<file path="src/rtl/reg_pipe_pkg.sv">
// reg_pipe_pkg: shared defaults, count-width helper and the default stage
// record for the reg_pipe delay line.
package reg_pipe_pkg;

    localparam int DEF_WIDTH = 8;
    localparam int DEF_DEPTH = 3;

    // Width of an occupancy counter that must hold 0..depth inclusive.
    function automatic int cnt_w(input int depth);
        return $clog2(depth + 1);
    endfunction

    // One pipeline stage: data word plus its valid qualifier.
    typedef struct packed {
        logic [DEF_WIDTH-1:0] data;
        logic                 valid;
    } stage_t;

endpackage

</file>
<file path="src/rtl/reg_pipe_stage.sv">
// reg_pipe_stage: a single data+valid register of the pipe.
// The stored record type is a type parameter so the top can hand in a
// record sized to its own WIDTH; it defaults to the package record.
// Flush clears only the valid bit and leaves the data word in place.
module reg_pipe_stage
    import reg_pipe_pkg::*;
#(
    parameter type  stg_t   = reg_pipe_pkg::stage_t,
    parameter stg_t RST_STG = '0
) (
    input  logic clk,
    input  logic reset,
    input  logic flush_i,
    input  logic en_i,
    input  stg_t stg_i,
    output stg_t stg_o
);

    stg_t stg_d;
    stg_t stg_q;

    // Next-state: flush beats advance; otherwise hold.
    always_comb begin
        stg_d = stg_q;
        if (flush_i) begin
            stg_d.valid = 1'b0;
        end else if (en_i) begin
            stg_d = stg_i;
        end
    end

    // Stage register with synchronous active-low reset.
    always_ff @(posedge clk) begin
        if (!reset) begin
            stg_q <= RST_STG;
        end else begin
            stg_q <= stg_d;
        end
    end

    assign stg_o = stg_q;

endmodule

</file>
<file path="src/rtl/reg_pipe.sv">
// reg_pipe: WIDTH-bit, DEPTH-stage delay line with per-stage valid,
// stall (en_i), flush and an occupancy count of valid stages.
// Outputs come straight from flops; there is no input-to-output path.
// Optional macro REG_PIPE_TAP_EN adds taps_o / vld_taps_o exposing every
// stage for debug and forwarding.
module reg_pipe
    import reg_pipe_pkg::*;
#(
    parameter int               WIDTH   = DEF_WIDTH,
    parameter int               DEPTH   = DEF_DEPTH,
    parameter logic [WIDTH-1:0] RST_VAL = '0
) (
    input  logic                      clk,
    input  logic                      reset,
    input  logic                      en_i,
    input  logic                      flush_i,
    input  logic [WIDTH-1:0]          d_i,
    input  logic                      valid_i,
    output logic [WIDTH-1:0]          q_o,
    output logic                      valid_o,
    output logic [cnt_w(DEPTH)-1:0]   count_o
`ifdef REG_PIPE_TAP_EN
    ,
    output logic [DEPTH*WIDTH-1:0]    taps_o,
    output logic [DEPTH-1:0]          vld_taps_o
`endif
);

    localparam int CW = cnt_w(DEPTH);

    typedef struct packed {
        logic [WIDTH-1:0] data;
        logic             valid;
    } stage_w_t;

    localparam stage_w_t RST_STG = '{data: RST_VAL, valid: 1'b0};

    stage_w_t stg_in  [DEPTH];
    stage_w_t stg_out [DEPTH];

    logic [CW-1:0] cnt_d;
    logic [CW-1:0] cnt_q;
    logic          vld_last;

    // Chain of stages: stage 0 takes the input word, stage k the output of k-1.
    for (genvar k = 0; k < DEPTH; k++) begin : g_stage
        if (k == 0) begin : g_head
            assign stg_in[k] = '{data: d_i, valid: valid_i};
        end else begin : g_body
            assign stg_in[k] = stg_out[k-1];
        end

        reg_pipe_stage #(
            .stg_t   (stage_w_t),
            .RST_STG (RST_STG)
        ) u_stage (
            .clk     (clk),
            .reset   (reset),
            .flush_i (flush_i),
            .en_i    (en_i),
            .stg_i   (stg_in[k]),
            .stg_o   (stg_out[k])
        );
    end

    assign vld_last = stg_out[DEPTH-1].valid;

    // Occupancy: a valid word entering adds one, a valid word leaving removes one.
    always_comb begin
        cnt_d = cnt_q;
        if (flush_i) begin
            cnt_d = '0;
        end else if (en_i) begin
            cnt_d = cnt_q + CW'(valid_i) - CW'(vld_last);
        end
    end

    // Occupancy counter register.
    always_ff @(posedge clk) begin
        if (!reset) begin
            cnt_q <= '0;
        end else begin
            cnt_q <= cnt_d;
        end
    end

    assign q_o     = stg_out[DEPTH-1].data;
    assign valid_o = vld_last;
    assign count_o = cnt_q;

`ifdef REG_PIPE_TAP_EN
    // Flatten every stage onto the debug taps.
    for (genvar t = 0; t < DEPTH; t++) begin : g_tap
        assign taps_o[t*WIDTH +: WIDTH] = stg_out[t].data;
        assign vld_taps_o[t]            = stg_out[t].valid;
    end
`endif

endmodule

</file>
<file path="config.mk">
export PLATFORM = sky130hd
export DESIGN_NAME = reg_pipe
export DESIGN_NICKNAME = d
export VERILOG_FILES = /design/src/rtl/reg_pipe_pkg.sv /design/src/rtl/reg_pipe_stage.sv /design/src/rtl/reg_pipe.sv
export SDC_FILE = /design/constraint.sdc
export NUM_CORES = 1
export LEC_CHECK = 0
export CORE_AREA = 3 3 56 58
export CTS_CLUSTER_DIAMETER = 50
export CTS_CLUSTER_SIZE = 24
export DETAILED_ROUTE_END_ITERATION = 12
export DIE_AREA = 0 0 59 61
export GPL_TIMING_DRIVEN = 0
export PLACE_DENSITY_LB_ADDON = 0.12
export SLEW_MARGIN = 40
export SYNTH_ARGS = -nofsm -noshare
export SYNTH_HDL_FRONTEND = slang
export SYNTH_SLANG_ARGS = --single-unit
</file>
<file path="constraint.sdc">
create_clock -name clk -period 1.26 [get_ports clk]
set_input_delay 0.252 -clock clk [delete_from_list [all_inputs] [get_ports clk]]
set_output_delay 0.252 -clock clk [all_outputs]
set_load 0.03 [all_outputs]
</file>
==> results of run 1 <==
[worst paths after layout]
| kind | startpoint | cells past startpoint | slack [ns] | to |
|---|---|---|---|---|
| setup / recovery | count_o[0] | 7 | -0.12 | count_o[1] |
| hold / removal | en_i | 2 | 0.22 | count_o[1] |
| hold reg to reg | g_stage[0].u_stage.stg_o[7] | 2 | 0.46 | g_stage[1].u_stage.stg_o[7] |
| setup reg to reg | count_o[0] | 7 | -0.12 | count_o[1] |
[layout make-up]
class | count | area, um^2 | share of cell area [%]
Clock buffer | 7 | 55.1 | 3.51
Timing Repair Buffer | 22 | 219 | 14.0
Tap cell | 31 | 38.8 | 2.47
Inverter | 3 | 13.8 | 0.877
Sequential cell | 29 | 588 | 37.5
Multi-Input combinational cell | 89 | 584 | 37.2
Buffer | 9 | 70.1 | 4.47
[state kept, by name (all words and copies together) (netlist names)]
register and flops:
count_o 2, g_stage.u_stage.stg_o 27
[logic make-up after synthesis]
group	count (synthesis)	share of synthesized area (%)
flip-flops	29	47.8
multiplexers	4	3.30
AND/OR/NAND/NOR	56	18.2
XOR/XNOR	1	0.722
buffers and inverters	12	6.70
AO/OA/AOI/OAI	26	21.1
adder cells (fa/ha/maj)	2	2.06
[metal layers]
metal,global-route usage [%],wire [um],up-vias,share of wire (%)
li1,-,-,471,-
met1,14.5,857,396,42
met2,24.3,1020,21,50
met3,6.17,123,2,6.1
met4,3.88,23,0,1.1
met5,0,0,-,0
[power breakdown]
| group | switching [mW] | total [mW] | internal, mW |
|---|---|---|---|
| Clock | 0.280 | 0.543 | 0.263 |
| Combinational | 0.0740 | 0.163 | 0.0892 |
| Sequential | 0.00975 | 0.942 | 0.932 |
[layout by cell type, fill, tap and decap left out, types with 2 or more instances in the layout]
master / synthesis / final
a21boi_2: 16 / 16
a21boi_0: 4 / 4
a21boi_1: 4 / 4
nand2_1: 48 / 48
clkbuf_1: 2 / 3
clkdlybuf4s15_2: 0 / 8
buf_2: 2 / 4
ha_4: 0 / 2
clkdlybuf4s50_1: 0 / 11
nor2_1: 5 / 5
clkbuf_4: 0 / 5
buf_6: 4 / 4
dfxtp_1: 29 / 27
dfxtp_4: 0 / 2
mux2i_1: 4 / 4
[Yosys cell counts, types with 2 or more instances]
| cell | count |
|---|---|
| nand2_1 | 48 |
| dfxtp_1 | 29 |
| a21boi_2 | 16 |
| nor2_1 | 5 |
| a21boi_0 | 4 |
| a21boi_1 | 4 |
| buf_6 | 4 |
| mux2i_1 | 4 |
| inv_1 | 3 |
| buf_2 | 2 |
| clkbuf_1 | 2 |
| ha_1 | 2 |
[timing repair]
| action | 4_1_cts | 5_1_grt |
|---|---|---|
| endpoints found under the setup margin | 12 | 5 |
| buffers inserted | 0 | 0 |
| resized for setup | 32 | 5 |
| pin swaps | 0 | 2 |
[worst register-to-register path: cells and delay by family, from the launching register on]
family / cells / cell delay [ns]
buffers and inverters: 2 / 0.07
DFF: 1 / 0.36
xor gates and xnor gates: 1 / 0.15
AOI/OAI and AO/OA: 2 / 0.30
adders and majority gates: 2 / 0.41
[per-stage QoR]
| stage | setup WS, ns | hold slack (ns) | std cells |
|---|---|---|---|
| 2_1_floorplan | -0.160 | 0.387 | 130 |
| 3_5_place_dp | -0.302 | 0.446 | 183 |
| 6_report | -0.123 | 0.224 | 190 |
| 5_1_grt | -0.184 | 0.205 | 190 |
| 3_3_place_gp | -0.273 | 0.441 | 183 |
| 4_1_cts | -0.130 | 0.206 | 190 |
==> results.toml, run 1 <==
[clocking]
clk_pin_slew_worst_paths_ns = 0.08
clock-root-buffer = "clkbuf_4"
insertion_delay_ns = 0.31
numCtsBuffers = 5
clock-sinks = 29
hold_buffers = 0
htreeDepth = 2
clock_path_buffers = 2
cts_tree = "yes"

[sta]
fin_skew_ns = 0.00452
layout_setup_ws_ns = -0.123
slew_viol_final = 0
fin_setup_tns_ns = -0.176
period_needed_ns = 1.38
finalCritPeriodShare_pct = 110
setup_viol = 2
rsz0062_at_grt = "true"
hold_violations = 0
slew-limit-headroom_pct = 77.7
tightest_slew_ns = 0.335
timing.fmax_mhz = 723

[setup_path]
crit_top_cell = "ha_4"
path_class = "reg -> reg"
start_kind = "flop"
critPathCaptureType = "flop"
crit_slowest_cell = "dfxtp_4"
cp.arrival_ns = 1.60
cp_num_buf_inv = 2
critPathTopFamily = "adder cells"
cp_cell_sequence = "inv_2 -> ha_4 -> inv_4 -> ha_4 -> xor2_2 -> a211oi_1 -> a31o_2"
critPathMaxStageDelay_ns = 0.36
cp_max_fo = 3
required_ns = 1.47

[finish]
fillCellCount = 257
stdcell_area_mm2 = 0.00157
n_antenna_cell = 0
fin_nets = 174
drive_gt1_share_pct = 30.2
syn_to_final_growth_pct = 29.3
post-route-util_pct = 57.9

[die]
io_pins = 24
initial_core_util_pct = 44.8
die_h_um = 61
dieArea_mm2 = 0.00360
die_x_um = 59
num_rows = 19
coreArea_mm2 = 0.00271

[logic_synthesis]
async_flop_share_pct = 0
synth_top_cell_by_area = "dfxtp_1"
syn_area_mm2 = 0.00121
yosysSeqAreaShare_pct = 47.8
synth_seq_cells = 29
synth_flop_cell = "dfxtp_1"
syn_inst = 130
yosysWarnings = 0
synth_edf_count = 0
syn_area_per_cell_um2 = 9.34
syn_nets = 145
synth_top_area_share_pct = 47.8
synthTopCellsByArea = "dfxtp_1, a21boi_2, nand2_1"
synth_cell_types = 19

[detailed_routing]
ant_nets = 0
vias = 890
postRouteWirelength_mm = 2.03
viasPerCell = 4.68
wl_per_cell_um = 10.7
first_pass_iters = 4
drc = 0
drt_iter0_markers = 18

[placed_design]
place_hpwl_mm = 1.58
placed_area_mm2 = 0.00151
io_buffers = 22
place.gp.congestion = 0.719

[min_path]
min_path_type = "in -> reg"

[pwr]
vdd_ir_drop_max_uv = 1060
p_per_area_mw_per_mm2 = 1050
fin_total_pwr_mw = 1.65
cellLeakagePower_nw = 0.564

[global_route]
grt_pass1_wl_mm = 3.57
grt_antenna_before_repair = 0
grt_usage_pct = 13.6
grt_pass1_vias = 856
grt_max_degree = 11
overflow = 0

[status]
outcome = "complete, but fails checks"
violations = "setup timing"

[run]
maxCapViolCount = 0
Power figures use the tool's default switching activity.
==> run 2, diff against run 1 <==
PLACE_DENSITY_LB_ADDON = 0.08   (was 0.12)
SKIP_CTS_REPAIR_TIMING = 1   (was default)
==> run 2 against run 1 <==
Effect of this change: the flow still finishes with violations (setup timing); first-iteration DRC count fell by 11%; sequential share of layout area fell by 0.38 points; count of clock-buffer cells in the layout did not move; critical endpoint unchanged; highest routed layer unchanged.
==> results.toml, run 2 (synthesis results as in run 1) <==
[finish]
syn_to_final_growth_pct = 30.6
n_antenna_cell = 0
final_common_cell = "nand2_1"
post-route-util_pct = 58.5
stdcell_area_mm2 = 0.00159
largest_register_ffs = 27
layout_common_cells = "nand2_1, dfxtp_1, a21boi_2"
fin_nets = 174
stdcell_count = 191
drive_gt1_share_pct = 27.5

[clocking]
numCtsBuffers = 5
insertion_delay_ns = 0.33
htreeDepth = 2
clk_pin_slew_worst_paths_ns = 0.09
clock-sinks = 29
clock_path_buffers = 2
cts_tree = "yes"
clock-root-buffer = "clkbuf_4"

[detailed_routing]
highest_layer = "met4"
drt_iter0_markers = 16
ant_nets = 0
met2_length_mm = 1.11
postRouteWirelength_mm = 2.26
wl_met3_um = 169
viasPerCell = 4.95
vias = 945
wl_met1_um = 922
drc = 0
first_pass_iters = 4
wl_per_cell_um = 11.8

[sta]
timing.fmax_mhz = 715
slew_viol_final = 0
fin_setup_tns_ns = -0.139
period_needed_ns = 1.40
tightest_slew_ns = 0.347
fin_skew_ns = 0.00510
setup_viol = 1
slew-limit-headroom_pct = 76.8
finalCritPeriodShare_pct = 111
hold_violations = 0
layout_setup_ws_ns = -0.139
whs_ns = 0.213
rsz0062_at_grt = "true"

[pwr]
p_per_area_mw_per_mm2 = 1100
power_frac_seq_pct = 53.8
p_sw_mw = 0.407
vdd_ir_drop_max_uv = 771
sw_frac_of_total_pct = 23.2
fin_total_pwr_mw = 1.75
clkPwrFrac_pct = 36.8
cellLeakagePower_nw = 0.699
p_int_mw = 1.34
comb_power_share_pct = 9.4

[setup_path]
required_ns = 1.49
cp.arrival_ns = 1.62
path_class = "reg -> reg"
cp_cell_sequence = "inv_4 -> ha_4 -> inv_4 -> ha_4 -> xor2_2 -> a211oi_1 -> a31o_2"
critPathCaptureType = "flop"
start_kind = "flop"
critPathMaxStageDelay_ns = 0.38
cp_max_fo = 3
crit_slowest_cell = "dfxtp_4"

[die]
dieArea_mm2 = 0.00360
initial_core_util_pct = 44.8
io_pins = 24
die_h_um = 61
num_rows = 19
die_x_um = 59
coreArea_mm2 = 0.00271

[global_route]
grt_antenna_before_repair = 0
grt_pass1_vias = 906
grt_usage_pct = 14.9
grt_max_degree = 11
grt_pass1_wl_mm = 3.85
overflow = 0

[placed_design]
place_hpwl_mm = 1.62
placed_area_mm2 = 0.00151
dp.cells = 183
dp_slack_ns = -0.300
place.gp.congestion = 0.675
io_buffers = 22

[status]
violations = "setup timing"
outcome = "complete, but fails checks"

[min_path]
min_path_type = "in -> reg"

[run]
maxCapViolCount = 0
-- run 2: changes by cell type in the layout (fill, tap and decap cells not counted), moves of 2 or more --
cell | before | now
clkdlybuf4s15_2 | 8 | 0
dlymetal6s2s_1 | 0 | 7
clkbuf_2 | 0 | 4
buf_2 | 4 | 2
-- run 2: metal layers --
layer | GRT usage, % | vias up
met5 | 0 | -
met4 | 7.77 | 0
met3 | 7.23 | 7
met2 | 24.6 | 27
met1 | 15.8 | 439
li1 | - | 472
-- run 2: power by group through the flow --
stage	combinational (mW)	sequential [mW]	clock, mW
global route	0.183	0.946	0.706
finish	0.164	0.943	0.644
CTS	0.166	0.943	0.665
global placement	0.163	0.963	0
detailed placement	0.166	0.964	0
floorplan	0.0968	0.967	0
-- run 2: final timing paths --
path | startpoint | to | slack (ns) | depth (start not counted)
worst max register to register | count_o[0] | count_o[1] | -0.14 | 7
worst min register to register | g_stage[0].u_stage.stg_o[6] | g_stage[0].u_stage.stg_o[6] | 0.46 | 2
worst max-delay path | count_o[0] | count_o[1] | -0.14 | 7
worst min-delay path | en_i | count_o[1] | 0.21 | 2
-- run 2: area by class of cell --
class                           instances  area (um^2)
Fill cell                             255         1120
Sequential cell                        29          588
Multi-Input combinational cell         89          584
Timing Repair Buffer                   22          218
Buffer                                  9         70.1
Clock buffer                            7         65.1
Tap cell                               31         38.8
Inverter                                3         16.3
Clock inverter                          1         5.00
-- run 2: critical path: cells and delay by family, from the launching register on --
| kind | cells | cell delay (ns) |
|---|---|---|
| AO/OA/AOI/OAI | 2 | 0.30 |
| adder cells (fa/ha/maj) | 2 | 0.40 |
| buffers and inverters | 2 | 0.07 |
| flip-flops | 1 | 0.38 |
| XOR/XNOR | 1 | 0.15 |
